===== src/rtl/hmmm_pkg.sv =====
// Shared definitions for the Hmmm arithmetic unit: ALU op encodings,
// datapath defaults and the issue-controller state encoding.
package hmmm_pkg;

  localparam int DEF_DATA_W  = 16;
  localparam int DEF_RADDR_W = 4;

  localparam logic [2:0] ALU_ADD = 3'b000;
  localparam logic [2:0] ALU_SUB = 3'b001;
  localparam logic [2:0] ALU_MUL = 3'b010;
  localparam logic [2:0] ALU_DIV = 3'b011;
  localparam logic [2:0] ALU_MOD = 3'b100;

  typedef enum logic [2:0] {
    IDLE,
    RD_A,
    RD_B,
    EXEC,
    WB
  } state_t;

  function automatic logic op_legal(input logic [2:0] op);
    return op <= ALU_MOD;
  endfunction

  function automatic logic op_divides(input logic [2:0] op);
    return (op == ALU_DIV) || (op == ALU_MOD);
  endfunction

endpackage


===== src/rtl/hmmm_alu_ctrl.sv =====
// Issue-side controller for the Hmmm ALU: accepts one decoded instruction,
// reads its operands, sequences the ALU and writes the result back.
module hmmm_alu_ctrl
  import hmmm_pkg::*;
#(
  parameter int DATA_W  = DEF_DATA_W,
  parameter int RADDR_W = DEF_RADDR_W
) (
  input  logic               clk,
  input  logic               rst_n,
  input  logic               req_valid,
  output logic               req_ready,
  input  logic [2:0]         req_op,
  input  logic [RADDR_W-1:0] req_rd,
  input  logic [RADDR_W-1:0] req_rs1,
  input  logic [RADDR_W-1:0] req_rs2,
  input  logic               req_use_imm,
  input  logic [7:0]         req_imm,
  output logic [RADDR_W-1:0] rf_raddr,
  input  logic [DATA_W-1:0]  rf_rdata,
  output logic               rf_we,
  output logic [RADDR_W-1:0] rf_waddr,
  output logic [DATA_W-1:0]  rf_wdata,
  output logic [DATA_W-1:0]  alu_tmp1,
  output logic [DATA_W-1:0]  alu_tmp2,
  output logic [2:0]         alu_op,
  output logic               alu_enable,
  input  logic [DATA_W-1:0]  alu_result,
  input  logic               alu_zero,
  input  logic               alu_carry,
  input  logic               alu_sign,
  output logic               done,
  output logic               flag_zero,
  output logic               flag_carry,
  output logic               flag_sign,
  output logic               err_div0,
  output logic               err_illegal
);

  state_t               state, state_nxt;
  logic [2:0]           op_q;
  logic [RADDR_W-1:0]   rd_q, rs1_q, rs2_q;
  logic                 use_imm_q;
  logic                 accept;
  logic                 div0;
  logic [DATA_W-1:0]    rd_value;

  assign accept   = req_valid & req_ready;
  assign div0     = op_divides(alu_op) && (alu_tmp2 == '0);
  // r0 is hardwired to zero whatever the register file returns
  assign rd_value = (rf_raddr == '0) ? '0 : rf_rdata;

  always_ff @(posedge clk or negedge rst_n) begin
    if (!rst_n) state <= IDLE;
    else        state <= state_nxt;
  end

  always_comb begin
    state_nxt  = state;
    req_ready  = 1'b0;
    rf_raddr   = '0;
    alu_enable = 1'b0;
    case (state)
      IDLE: begin
        req_ready = 1'b1;
        if (req_valid) state_nxt = op_legal(req_op) ? RD_A : WB;
      end
      RD_A: begin
        rf_raddr  = rs1_q;
        state_nxt = use_imm_q ? EXEC : RD_B;
      end
      RD_B: begin
        rf_raddr  = rs2_q;
        state_nxt = EXEC;
      end
      EXEC: begin
        alu_enable = !div0;
        state_nxt  = WB;
      end
      WB:      state_nxt = IDLE;
      default: state_nxt = IDLE;
    endcase
  end

  // Write-back strobes live for exactly the WB cycle; status is held between dones
  always_ff @(posedge clk or negedge rst_n) begin
    if (!rst_n) begin
      op_q        <= '0;
      rd_q        <= '0;
      rs1_q       <= '0;
      rs2_q       <= '0;
      use_imm_q   <= 1'b0;
      alu_tmp1    <= '0;
      alu_tmp2    <= '0;
      alu_op      <= '0;
      rf_we       <= 1'b0;
      rf_waddr    <= '0;
      rf_wdata    <= '0;
      done        <= 1'b0;
      flag_zero   <= 1'b0;
      flag_carry  <= 1'b0;
      flag_sign   <= 1'b0;
      err_div0    <= 1'b0;
      err_illegal <= 1'b0;
    end else begin
      rf_we    <= 1'b0;
      rf_waddr <= '0;
      rf_wdata <= '0;
      done     <= 1'b0;
      case (state)
        IDLE: begin
          if (accept) begin
            op_q      <= req_op;
            rd_q      <= req_rd;
            rs1_q     <= req_rs1;
            rs2_q     <= req_rs2;
            use_imm_q <= req_use_imm;
            alu_tmp2  <= req_use_imm ? {{(DATA_W-8){req_imm[7]}}, req_imm} : '0;
            if (!op_legal(req_op)) begin
              done        <= 1'b1;
              flag_zero   <= 1'b0;
              flag_carry  <= 1'b0;
              flag_sign   <= 1'b0;
              err_div0    <= 1'b0;
              err_illegal <= 1'b1;
            end
          end
        end
        RD_A: begin
          alu_tmp1 <= rd_value;
          if (use_imm_q) alu_op <= op_q;
        end
        RD_B: begin
          alu_tmp2 <= rd_value;
          alu_op   <= op_q;
        end
        EXEC: begin
          done        <= 1'b1;
          rf_we       <= (rd_q != '0);
          rf_waddr    <= rd_q;
          err_illegal <= 1'b0;
          // A zero divisor never reaches the ALU; the result is forced to zero
          if (div0) begin
            rf_wdata   <= '0;
            flag_zero  <= 1'b1;
            flag_carry <= 1'b0;
            flag_sign  <= 1'b0;
            err_div0   <= 1'b1;
          end else begin
            rf_wdata   <= alu_result;
            flag_zero  <= alu_zero;
            flag_carry <= alu_carry;
            flag_sign  <= alu_sign;
            err_div0   <= 1'b0;
          end
        end
        WB: begin
          alu_tmp1 <= '0;
          alu_tmp2 <= '0;
          alu_op   <= '0;
        end
        default: ;
      endcase
    end
  end

endmodule


===== config.mk =====
export PLATFORM = sky130hd
export DESIGN_NAME = hmmm_alu_ctrl
export DESIGN_NICKNAME = d
export VERILOG_FILES = /design/src/rtl/hmmm_pkg.sv /design/src/rtl/hmmm_alu_ctrl.sv
export SDC_FILE = /design/constraint.sdc
export NUM_CORES = 1
export LEC_CHECK = 0
export CAP_MARGIN = 0
export CELL_PAD_IN_SITES_DETAIL_PLACEMENT = 0
export CELL_PAD_IN_SITES_GLOBAL_PLACEMENT = 1
export CORE_UTILIZATION = 36
export CTS_CLUSTER_SIZE = 10
export DETAILED_ROUTE_END_ITERATION = 8
export GPL_ROUTABILITY_DRIVEN = 0
export PLACE_DENSITY = 0.86
export REMOVE_ABC_BUFFERS = 1
export SLEW_MARGIN = 10
export SYNTH_ARGS = -nofsm -noshare
export SYNTH_HDL_FRONTEND = slang
export SYNTH_SLANG_ARGS = --single-unit

===== constraint.sdc =====
create_clock -name clk -period 3 [get_ports clk]
set_clock_uncertainty 0.15 [all_clocks]
set_input_delay 0.75 -clock clk [delete_from_list [all_inputs] [get_ports clk]]
set_output_delay 0.75 -clock clk [all_outputs]
set_load 0.005 [all_outputs]

Yosys cells after proc, flatten, opt, wreduce, memory -nomap -nowiden --
Cells that the tools add are included.
Storage, ports and cells: register bits 81, bits in latches 0, memory bits (writable) 0, bits in read-only memories 0, input port bits 62, output and inout bits 68, memories kept 0
Operators by class: $add $sub $neg 0, $mul 0, div/mod/pow operators 0, $lt $le $gt $ge 1, equality and inequality tests 10, shifts and indexed selects 0, mux-type cells 34, bitwise operators 1, reductions and logical operators 15
Operators with widths (number):
- $mux 16 | 5
- $pmux 16 s3 | 1
- $pmux 16 s2 | 1
- $logic_not 16->1 | 1
- $mux 1 | 14
- $pmux 1 s2 | 6
- $pmux 3 s4 | 1
- $eq 3x2->1 const B | 3
- $mux 3 | 3
- $pmux 3 s3 | 1
- $ne 2x2->1 const B | 4
- $pmux 4 s2 | 1
- $eq 3x3->1 const B | 2
- $reduce_and 2->1 | 3
- $reduce_bool 3->1 | 2
- $logic_not 4->1 | 1
- $mux 4 | 1
- $reduce_bool 2->1 | 2
- $reduce_bool 4->1 | 1
- $eq 3x1->1 const B | 1
- $le 3x3->1 const B | 1
- $logic_not 3->1 | 1
- $reduce_and 3->1 | 1
- $and 1x1->1 | 1
- 3 further kinds | 3

Longest topological paths before layout --
depth after elaboration 5, gate-level depth with buffers 7, mapped depth without buffers 4

Worst setup path before layout --
Ideal clock, no wire load.
path type reg2out, start register state[2], end output alu_enable, arrival time 1.374 ns, required time 2.100 ns, slack 0.726 ns, cell stages (with the launch flop) 6, buffers on the path 3, path through dfrtp_1 buf_6 buf_6 nor2_1 o21a_1 clkbuf_1
Between the ends: word-level cells in the longest chain between the ends 2
Ends and longest elaborated chain:
- start, declared | line hmmm_alu_ctrl.sv:40 | state_t state, state_nxt;
- start signal, assigned | line hmmm_alu_ctrl.sv:55 | else state <= state_nxt;
- $eq 3x2->1 | line hmmm_alu_ctrl.sv:63 | case (state)
- $mux 1 | line hmmm_alu_ctrl.sv:63
- end, declared | line hmmm_alu_ctrl.sv:27 | output logic alu_enable,
Every way passes these cells.

Final worst setup path --
start register state[0], end output rf_raddr[2]
Between the ends: word-level cells in the longest chain between the ends 2
Ends and longest elaborated chain:
- $eq 3x2->1 or $eq 3x1->1 (tied branches) | line hmmm_alu_ctrl.sv:63
- $pmux 4 s2 (*) | line hmmm_alu_ctrl.sv:63
- end, declared | line hmmm_alu_ctrl.sv:19 | output logic [RADDR_W-1:0] rf_raddr,
Mark *: on every way between the ends. The rest lies on a longest branch, timed or not.

==> out/qor.yml <==
clock-sinks: 81
via_count: 2609
yosysWarnings: 0
ios: 130
cts_tree: "yes"
yosysSeqAreaShare_pct: 61.02
status: "finished with violations"
setup_tns_ns: 0
synthMuxAreaShare_pct: 4.068
p_total_w: 0.004759
post-route-drc-count: 5
core_sq_um: 8848
synth-xor-area-share_pct: 0.5273
final_area_sq_um: 4986
min_period_ns: 2.890
grt_max_degree: 43
syn_to_final_growth_pct: 50.09
violations: "design-rule violations"
fin_ws_ns: 0.1099
clockRootBuffer: "clkbuf_8"
crit_fanout: 7
fill_cells: 779
r2r_slack_ns: 0.53
multi_input_area_sq_um: 1147
final_cell_mix: "clkdlybuf4s50_1, dfrtp_1, inv_1"
required_ns: 2.10
max-slew-margin-rel_pct: 44.30
worst_slew_pin_slew_ns: 0.8316
grt_usage_pct: 18.05
start_util_pct: 37.54
fmax_mhz: 346.0
viasPerCell: 4.970
synth_top_cells_by_area: "dfrtp_1, a22o_1, mux2_2"
placed_area_sq_um: 4763
path_class: "flop to output port"
power_density_nw_per_um2: 954.4
die-height_um: 98.06
cellInternalPower_w: 0.003148
clk_latency_ns: 0.34
power.share.clock_pct: 17.9
cts_max_path_buffers: 2
regToRegStartpoint: "state[2]"
setup_viol: 0
netlist_instances: 277
ant_nets: 0
final_core_util_pct: 56.35
leakage_nw: 2.213
synth_compound_area_share_pct: 15.44
layout_commonest_cell: "clkdlybuf4s50_1"
hold_class: "input pin to async pin"
synth_simple_gate_area_share_pct: 13.52
synth_top_family_by_area: "compound AO/OA/AOI/OAI gates"
postCtsSetupRepairBufs: 0
die_w_um: 98.06
antenna_found_initial: 0
cp-startpoint: "state[0]"
drive_above_1_share_pct: 12.71
p_sw_w: 0.001611
synth_area_leader_cell: "dfrtp_1"
arrival_ns: 1.99
final-seq-area_sq_um: 2027
seqPwrFrac_pct: 37.0
synth_area_sq_um: 3322
io_buffers: 129
period_share_pct: 96.34
endpoint: "rf_raddr[2]"
cts_max_level: 3
dp_slack_ns: 0.4559
r2r_cells: 5
n_antenna_cell: 0
postSynthAreaPerCell_sq_um: 11.99
dieArea_sq_um: 9616
comb_power_share_pct: 45.1
hold_viol: 0
ys_types: 40
rows: 34
end_kind: "output port"
synthAdderAreaFrac_pct: 0
grt_setup_unrepaired: "no"
grt_first_pass_wirelength_um: 13590
wl_per_cell_um: 15.69
place_hpwl_um: 5979
swShare_pct: 33.85
clk_pin_slew_ns: 0.08
layout.nets: 474
routed_wl_um: 8238
grt_pass1_vias: 2751
slew_violations: 0
drtIter0Drc: 89
r2r_end: "alu_tmp2[15]"
critPathLaunchType: "flop"
max-vdd-ir-drop_v: 0.0003905
firstDrtPassIters: 6
yosysTopAreaCellShare_pct: 61.02
ys_ff_latch: 81
overflow: 0
maxCapViolCount: 0
numCtsBuffers: 9
==> metal layers <==
metal	part of all wire (%)	wire length (um)	global-route usage (%)	up-vias
li1	-	-	-	1248
met1	44	3600	23.09	1279
met2	49	4039	29.20	76
met3	6.2	512	5.225	6
met4	1.1	87	6.410	0
met5	0	0	0	-
==> cells in the mapped netlist (all sizes together) <==
cell type	n
dfrtp	81
o21ai	8
a31oi	1
a21oi	4
o221a	3
and3b	1
nor3b	1
nor4b	1
o31a	1
mux2	12
nor3	2
a21o	1
inv	22
o22ai	9
xor2	2
nor2	16
o211ai	7
buf	11
nor4	6
nor2b	1
o32ai	4
o21a	2
clkbuf	5
nand3b	1
a22o	18
o41ai	1
or2b	1
nand2b	8
o41a	1
o31ai	1
and2	20
nand2	16
nand4	8
a221o	1
==> cell families (layout without fill, tap and decap cells) <==
logic type	Yosys count	in the layout
buf+inv	38	178
compound gates	62	62
mux	12	12
flops	81	81
simple gates	82	82
xor+xnor	2	2
==> registers in the layout, summed over array words and instances (netlist names), 3 cells and up <==
name / flops
op_q: 3
alu_tmp1: 16
state: 3
rf_wdata: 16
rs2_q: 4
alu_op: 3
rd_q: 4
rf_waddr: 4
alu_tmp2: 16
rs1_q: 4
==> metrics by stage <==
step,hold slack (ns),std cells
detailed placement,0.3194,509
global placement,0.3126,509
floorplan,0.3044,261
finish,0.2299,525
CTS,0.2450,525
global route,0.2669,525
==> worst max-delay path: stages (launching register included) <==
cell             delay [ns]
dfrtp_1                0.40
nand2b_2               0.26
o32ai_2                0.40
clkdlybuf4s50_1        0.60
==> area by class of cell <==
type / count / share of cell area, %
clock buffer: 10 / 2.560
clock inverter: 6 / 1.656
inverter: 22 / 1.656
multi-input combinational: 158 / 23.01
sequential: 81 / 40.65
tap: 108 / 2.710
timing repair buffer: 140 / 27.75
==> timing repair <==
| item | CTS | global route |
|---|---|---|
| endpoints found under the hold margin | 0 | 0 |
| gates resized for setup | 0 | 2 |
| hold buffers | 0 | 0 |
| setup endpoints to repair | 0 | 1 |
==> how the worst min path moves through the flow <==
stage | from | endpoint | slack (ns) | cells after the start
finish | rst_n | alu_tmp1[2] | 0.23 | 1
global route | rst_n | alu_tmp2[6] | 0.27 | 1
CTS | rst_n | rs1_q[3] | 0.25 | 1
detailed placement | err_div0 | err_div0 | 0.32 | 1
global placement | err_div0 | err_div0 | 0.31 | 1
floorplan | rst_n | alu_op[0] | 0.30 | 0
==> power groups by stage <==
| stage | Sequential (W) | Clock (W) | Combinational, W |
|---|---|---|---|
| 2_1_floorplan | 0.00179 | 0 | 0.000983 |
| 3_3_place_gp | 0.00175 | 0 | 0.00212 |
| 3_5_place_dp | 0.00177 | 0 | 0.00217 |
| 4_1_cts | 0.00175 | 0.000868 | 0.00218 |
| 5_1_grt | 0.00182 | 0.000927 | 0.00236 |
| 6_report | 0.00176 | 0.000850 | 0.00215 |
(Power assumes the default switching activity.)
==> patch 1 (same settings) <==
The package constant `DEF_RADDR_W` goes from 4 to 6.
--- a/src/rtl/hmmm_pkg.sv
+++ b/src/rtl/hmmm_pkg.sv
@@ -3,7 +3,7 @@
 package hmmm_pkg;
 
   localparam int DEF_DATA_W  = 16;
-  localparam int DEF_RADDR_W = 4;
+  localparam int DEF_RADDR_W = 6;
 
   localparam logic [2:0] ALU_ADD = 3'b000;
   localparam logic [2:0] ALU_SUB = 3'b001;
Interface: changed (5 resized); port bits go from 130 to 140. No check against the original RTL was run, so the function may have changed too.
==> patch 1 against the original RTL <==
- worst setup slack improved by 23 ps
- sequential cell count rose by 8
- combinational power rose by 28%
- cell area rose by 10%
- area after synthesis rose by 11%
- non-clock buffer count rose by 14
- power rose by 18%
- wire length rose by 14%
- critical path type unchanged
==> patch 1: results (changes against the original RTL) <==
metric,value,unit,change
clk-power,0.000848,W,about the same
rrSetupSlack,830,ps,+300 ps
rr_endpoint,alu_tmp1[3],,
crit_family,buffers and inverters,,
grt_pass1_wl,14900,um,+9.4%
drive_gt1_share,9.86,%,-2.9 points
routed-wl-met3,570,um,+11%
synth_common_cells,"89 x dfrtp_1, 84 x nand2_1, 22 x nor2_1",,
layout.cells.non_filler,630,,+20%
switching_power,0.00203,W,+26%
grt_max_degree,47,,+9.3%
insertion_delay,370,ps,+30 ps
hpwl,6760,um,+13%
yosys_warnings,0,,unchanged
place_inst,613,,+20%
power_per_cell_area,1020,nW/um2,+7.2%
wl_met1,4100,um,+14%
fillers,890,,+14%
dpl_cell_area,5260,um2,+10%
critPathArrivalTime,1970,ps,-20 ps
startpoint_type,flop,,
portBuffers,139,,+7.8%
nets,560,,+18%
via_per_inst,4.81,,-3.1%
p_leak,2.55,nW,+15%
drt_pass1_iterations,4,,-2
status,completed,,
grt_use_total,18.7,%,+0.66 points
yosysSeqAreaShare,60.3,%,-0.72 points
grt_pass1_vias,3038,,+10%
antenna_found_initial,0,,unchanged
synthTopCellsByArea,"dfrtp_1 60%, nand2_1 8.5%, a22o_1 4.3%, and2_1 2.7%, nand3b_1 2.4%",,
crit_path_max_incr_delay,540,ps,-60 ps
h-tree-depth,3,,unchanged
r2r-start,state[1],,
synth_xor_area_share,0.711,%,+0.18 points
whs,237,ps,+7.43 ps
grt.met2_usage,31.6,%,+2.4 points
cts_root_buffer,clkbuf_8,,
synth.distinct_cells,38,,-5.0%
grtUsageMet1,23.0,%,-0.084 points
drt_wl_total,9400,um,+14%
ir_drop,0.000359,V,-8.1%
relSlewSlack,57.6,%,+13 points
synth_adder_area_share,0.813,%,+0.81 points
avgSynthCellArea,10.7,um2,-10%
seqPwrFrac,36.1,%,-0.9 points
route.met2.wl,4550,um,+13%
muxShareOfSynthArea,0,%,-4.1 points
hold_class,primary input to asynchronous set/reset pin,,
use_met3,3.63,%,-1.6 points
cp_max_fo,11,,+4
pre_cts_ws,437,ps,-19.1 ps
synth-compound-area-share,14.1,%,-1.4 points
drtIter0Drc,132,,+48%
r2r_cells,7,,+2
patch 1: cell count changes after synthesis, sizes merged, moves of 9 or more:
cell	delta
inv	-14
o2bb2ai	+9
mux2	-12
nand3b	+11
nand2	+68
patch 1: worst max-delay path by stage:
stage / slack (ps) / to / depth (start not counted)
after floorplan: 430 / alu_enable / 3
after global routing: 10 / alu_enable / 5
after detailed placement: 440 / alu_enable / 5
after global placement: 470 / alu_enable / 5
final: 130 / rf_raddr[0] / 4
after CTS: 10 / alu_enable / 5
patch 1: layout make-up:
class | instances | area (um2) | area share (%)
inverter | 8 | 30.0 | 0.546
sequential | 89 | 2230 | 40.5
timing repair buffer | 154 | 1510 | 27.5
tap | 133 | 166 | 3.03
clock buffer | 11 | 151 | 2.75
multi-input combinational | 230 | 1350 | 24.6
clock inverter | 5 | 53.8 | 0.979
patch 1: repair_timing:
item / CTS / global route
buffers inserted: 0 / 1
endpoints found under the setup margin: 0 / 4
gates resized for setup: 0 / 6
endpoints found under the hold margin: 0 / 0
==> patch 2 (same settings) <==
Made on the original files. Make the reset (`rst_n`) synchronous in 2 clocked blocks.
--- a/src/rtl/hmmm_alu_ctrl.sv
+++ b/src/rtl/hmmm_alu_ctrl.sv
@@ -50,7 +50,7 @@
   // r0 is hardwired to zero whatever the register file returns
   assign rd_value = (rf_raddr == '0) ? '0 : rf_rdata;
 
-  always_ff @(posedge clk or negedge rst_n) begin
+  always_ff @(posedge clk) begin
     if (!rst_n) state <= IDLE;
     else        state <= state_nxt;
   end
@@ -83,7 +83,7 @@
   end
 
   // Write-back strobes live for exactly the WB cycle; status is held between dones
-  always_ff @(posedge clk or negedge rst_n) begin
+  always_ff @(posedge clk) begin
     if (!rst_n) begin
       op_q        <= '0;
       rd_q        <= '0;
Formal check against the unedited RTL: differs if rst_n is asserted again (counterexample within 4 cycles, from zero or initial values and one cycle with rst_n low); with rst_n held inactive, the same outputs for 10 cycles.
==> patch 2 against the original RTL <==
- area after synthesis is 1.5% lower
- count of clock-buffer cells in the layout stayed put
- cell area is 2.5% lower
- sequential cell count stayed put
- global-route usage is 1.1 points higher
- fmax is 0.18% lower
- worst setup slack worse by 5.2 ps
- wire length is 6.1% higher
- utilization is 0.88 points lower
- critical endpoint is now alu_enable
Power is not compared: it rests on default switching activity, and its combinational part moved more than twofold at a synthesized area within 25%.
==> patch 2: results (changes against the original RTL) <==
metric,value,unit,change
crit_family,simple AND/OR/NAND/NOR gates,,
relSlewSlack,47.2,%,+2.9 points
yosysSeqAreaShare,49.6,%,-11 points
clk_path_buf_depth,2,,unchanged
grt_max_degree,35,,-19%
cts_buffers,9,,unchanged
grt_pass1_wl,14600,um,+7.1%
status,completed,,
antenna_found_initial,0,,unchanged
drive_gt1_share,10.3,%,-2.4 points
drt_wl_total,8740,um,+6.1%
nets,552,,+16%
grt_use_total,19.2,%,+1.1 points
async_flop_share,0,%,-100 points
drt_pass1_iterations,4,,-2
grt_pass1_vias,2927,,+6.4%
reg_top3,"alu_tmp1 x16, alu_tmp2 x16, rf_wdata x16",,
hpwl,6440,um,+7.7%
ir_drop,0.000194,V,
p_leak,1.79,nW,
portBuffers,129,,unchanged
fillers,800,,+2.7%
yosys_warnings,0,,unchanged
synth.distinct_cells,43,,+7.5%
cpMaxStageDelayCell,clkdlybuf4s50_1,,
path_clk_slew,80,ps,about the same
critPathArrivalTime,2000,ps,
drtIter0Drc,129,,+45%
pre_cts_ws,330,ps,-126 ps
cp_max_fo,3,,-4
cts_setup_buffers,0,,unchanged
insertion_delay,350,ps,
hold_class,flop to flop,,
synthTopCellsByArea,"dfxtp_1 50%, nand2_1 6.8%, and2_1 4.4%, o21ai_1 3.5%, o211ai_1 3.0%",,
h-tree-depth,3,,unchanged
via_per_inst,4.92,,-0.92%
synth_common_cells,"81 x dfxtp_1, 59 x nand2_1, 23 x and2_1, 23 x o21ai_1, 20 x nor2_1",,
antenna-diode-count,0,,unchanged
ctsResizeCount,1,,+1
cts_root_buffer,clkbuf_8,,
crit_path_max_incr_delay,450,ps,-150 ps
==> patch 2: cell count changes after synthesis, sizes merged, moves of 12 or more <==
cell   unedited run  this run
a22o             18         3
a21oi             4        24
dfxtp             0        81
dfrtp            81         0
nand2            16        60
inv              22         9
o21ai             8        24
mux2             12         0
nand3             0        14
==> patch 2: metal layers <==
| metal | up-vias | share of wire (%) | GRT usage (%) |
|---|---|---|---|
| met4 | 0 | 1.2 | 5.09 |
| met5 | - | 0 | 0 |
| li1 | 1491 | - | - |
| met2 | 104 | 46 | 30.4 |
| met1 | 1361 | 47 | 25.7 |
| met3 | 13 | 6.3 | 5.18 |
==> patch 2: where the power goes <==
group | leakage [nW] | internal [W] | switching (W)
combinational | 1.04 | 0.000301 | 0.000270
sequential | 0.659 | 0.00115 | 0.0000622
clock | 0.0929 | 0.000388 | 0.000403
total | 1.79 | 0.00184 | 0.000735
==> patch 2: per-stage QoR <==
stage | instance area, um2 | instances
after floorplan | 3110 | 336
after global placement | 4640 | 587
after detailed placement | 4640 | 587
after CTS | 4850 | 603
after global routing | 4860 | 603
final | 4860 | 603
==> patch 2: final timing paths <==
check | start | end | slack, ps | cells past startpoint
setup reg to reg | state[0] | alu_tmp1[2] | 680 | 6
setup / recovery | alu_tmp2[1] | alu_enable | 100 | 5
hold reg to reg | alu_tmp1[1] | alu_tmp1[1] | 300 | 2
hold / removal | alu_tmp1[1] | alu_tmp1[1] | 300 | 2
==> patch 2: cell type report <==
cell class,instances,area (um2),area share [%]
Clock buffer,10,128,2.63
Tap cell,108,135,2.78
Timing Repair Buffer,143,1400,28.7
Sequential cell,81,1620,33.4
Inverter,9,33.8,0.695
Multi-Input combinational cell,246,1480,30.4
Clock inverter,6,67.6,1.39
==> patch 2: kinds of logic (layout without fill, tap and decap cells) <==
group,Yosys count,in the layout,synth area share [%]
xor gates and xnor gates,2,2,0.535
AOI/OAI and AO/OA,84,84,18.0
and+or+nand+nor,157,157,25.0
DFF,81,81,49.6
buffers and inverters,34,168,5.89
muxes,3,3,0.918
==> patch 2: worst min-delay path, delay by kind of cell (launching register included) <==
kind            cells  cell delay (ps)
compound gates      1               50
flops               1              310
simple gates        1               50
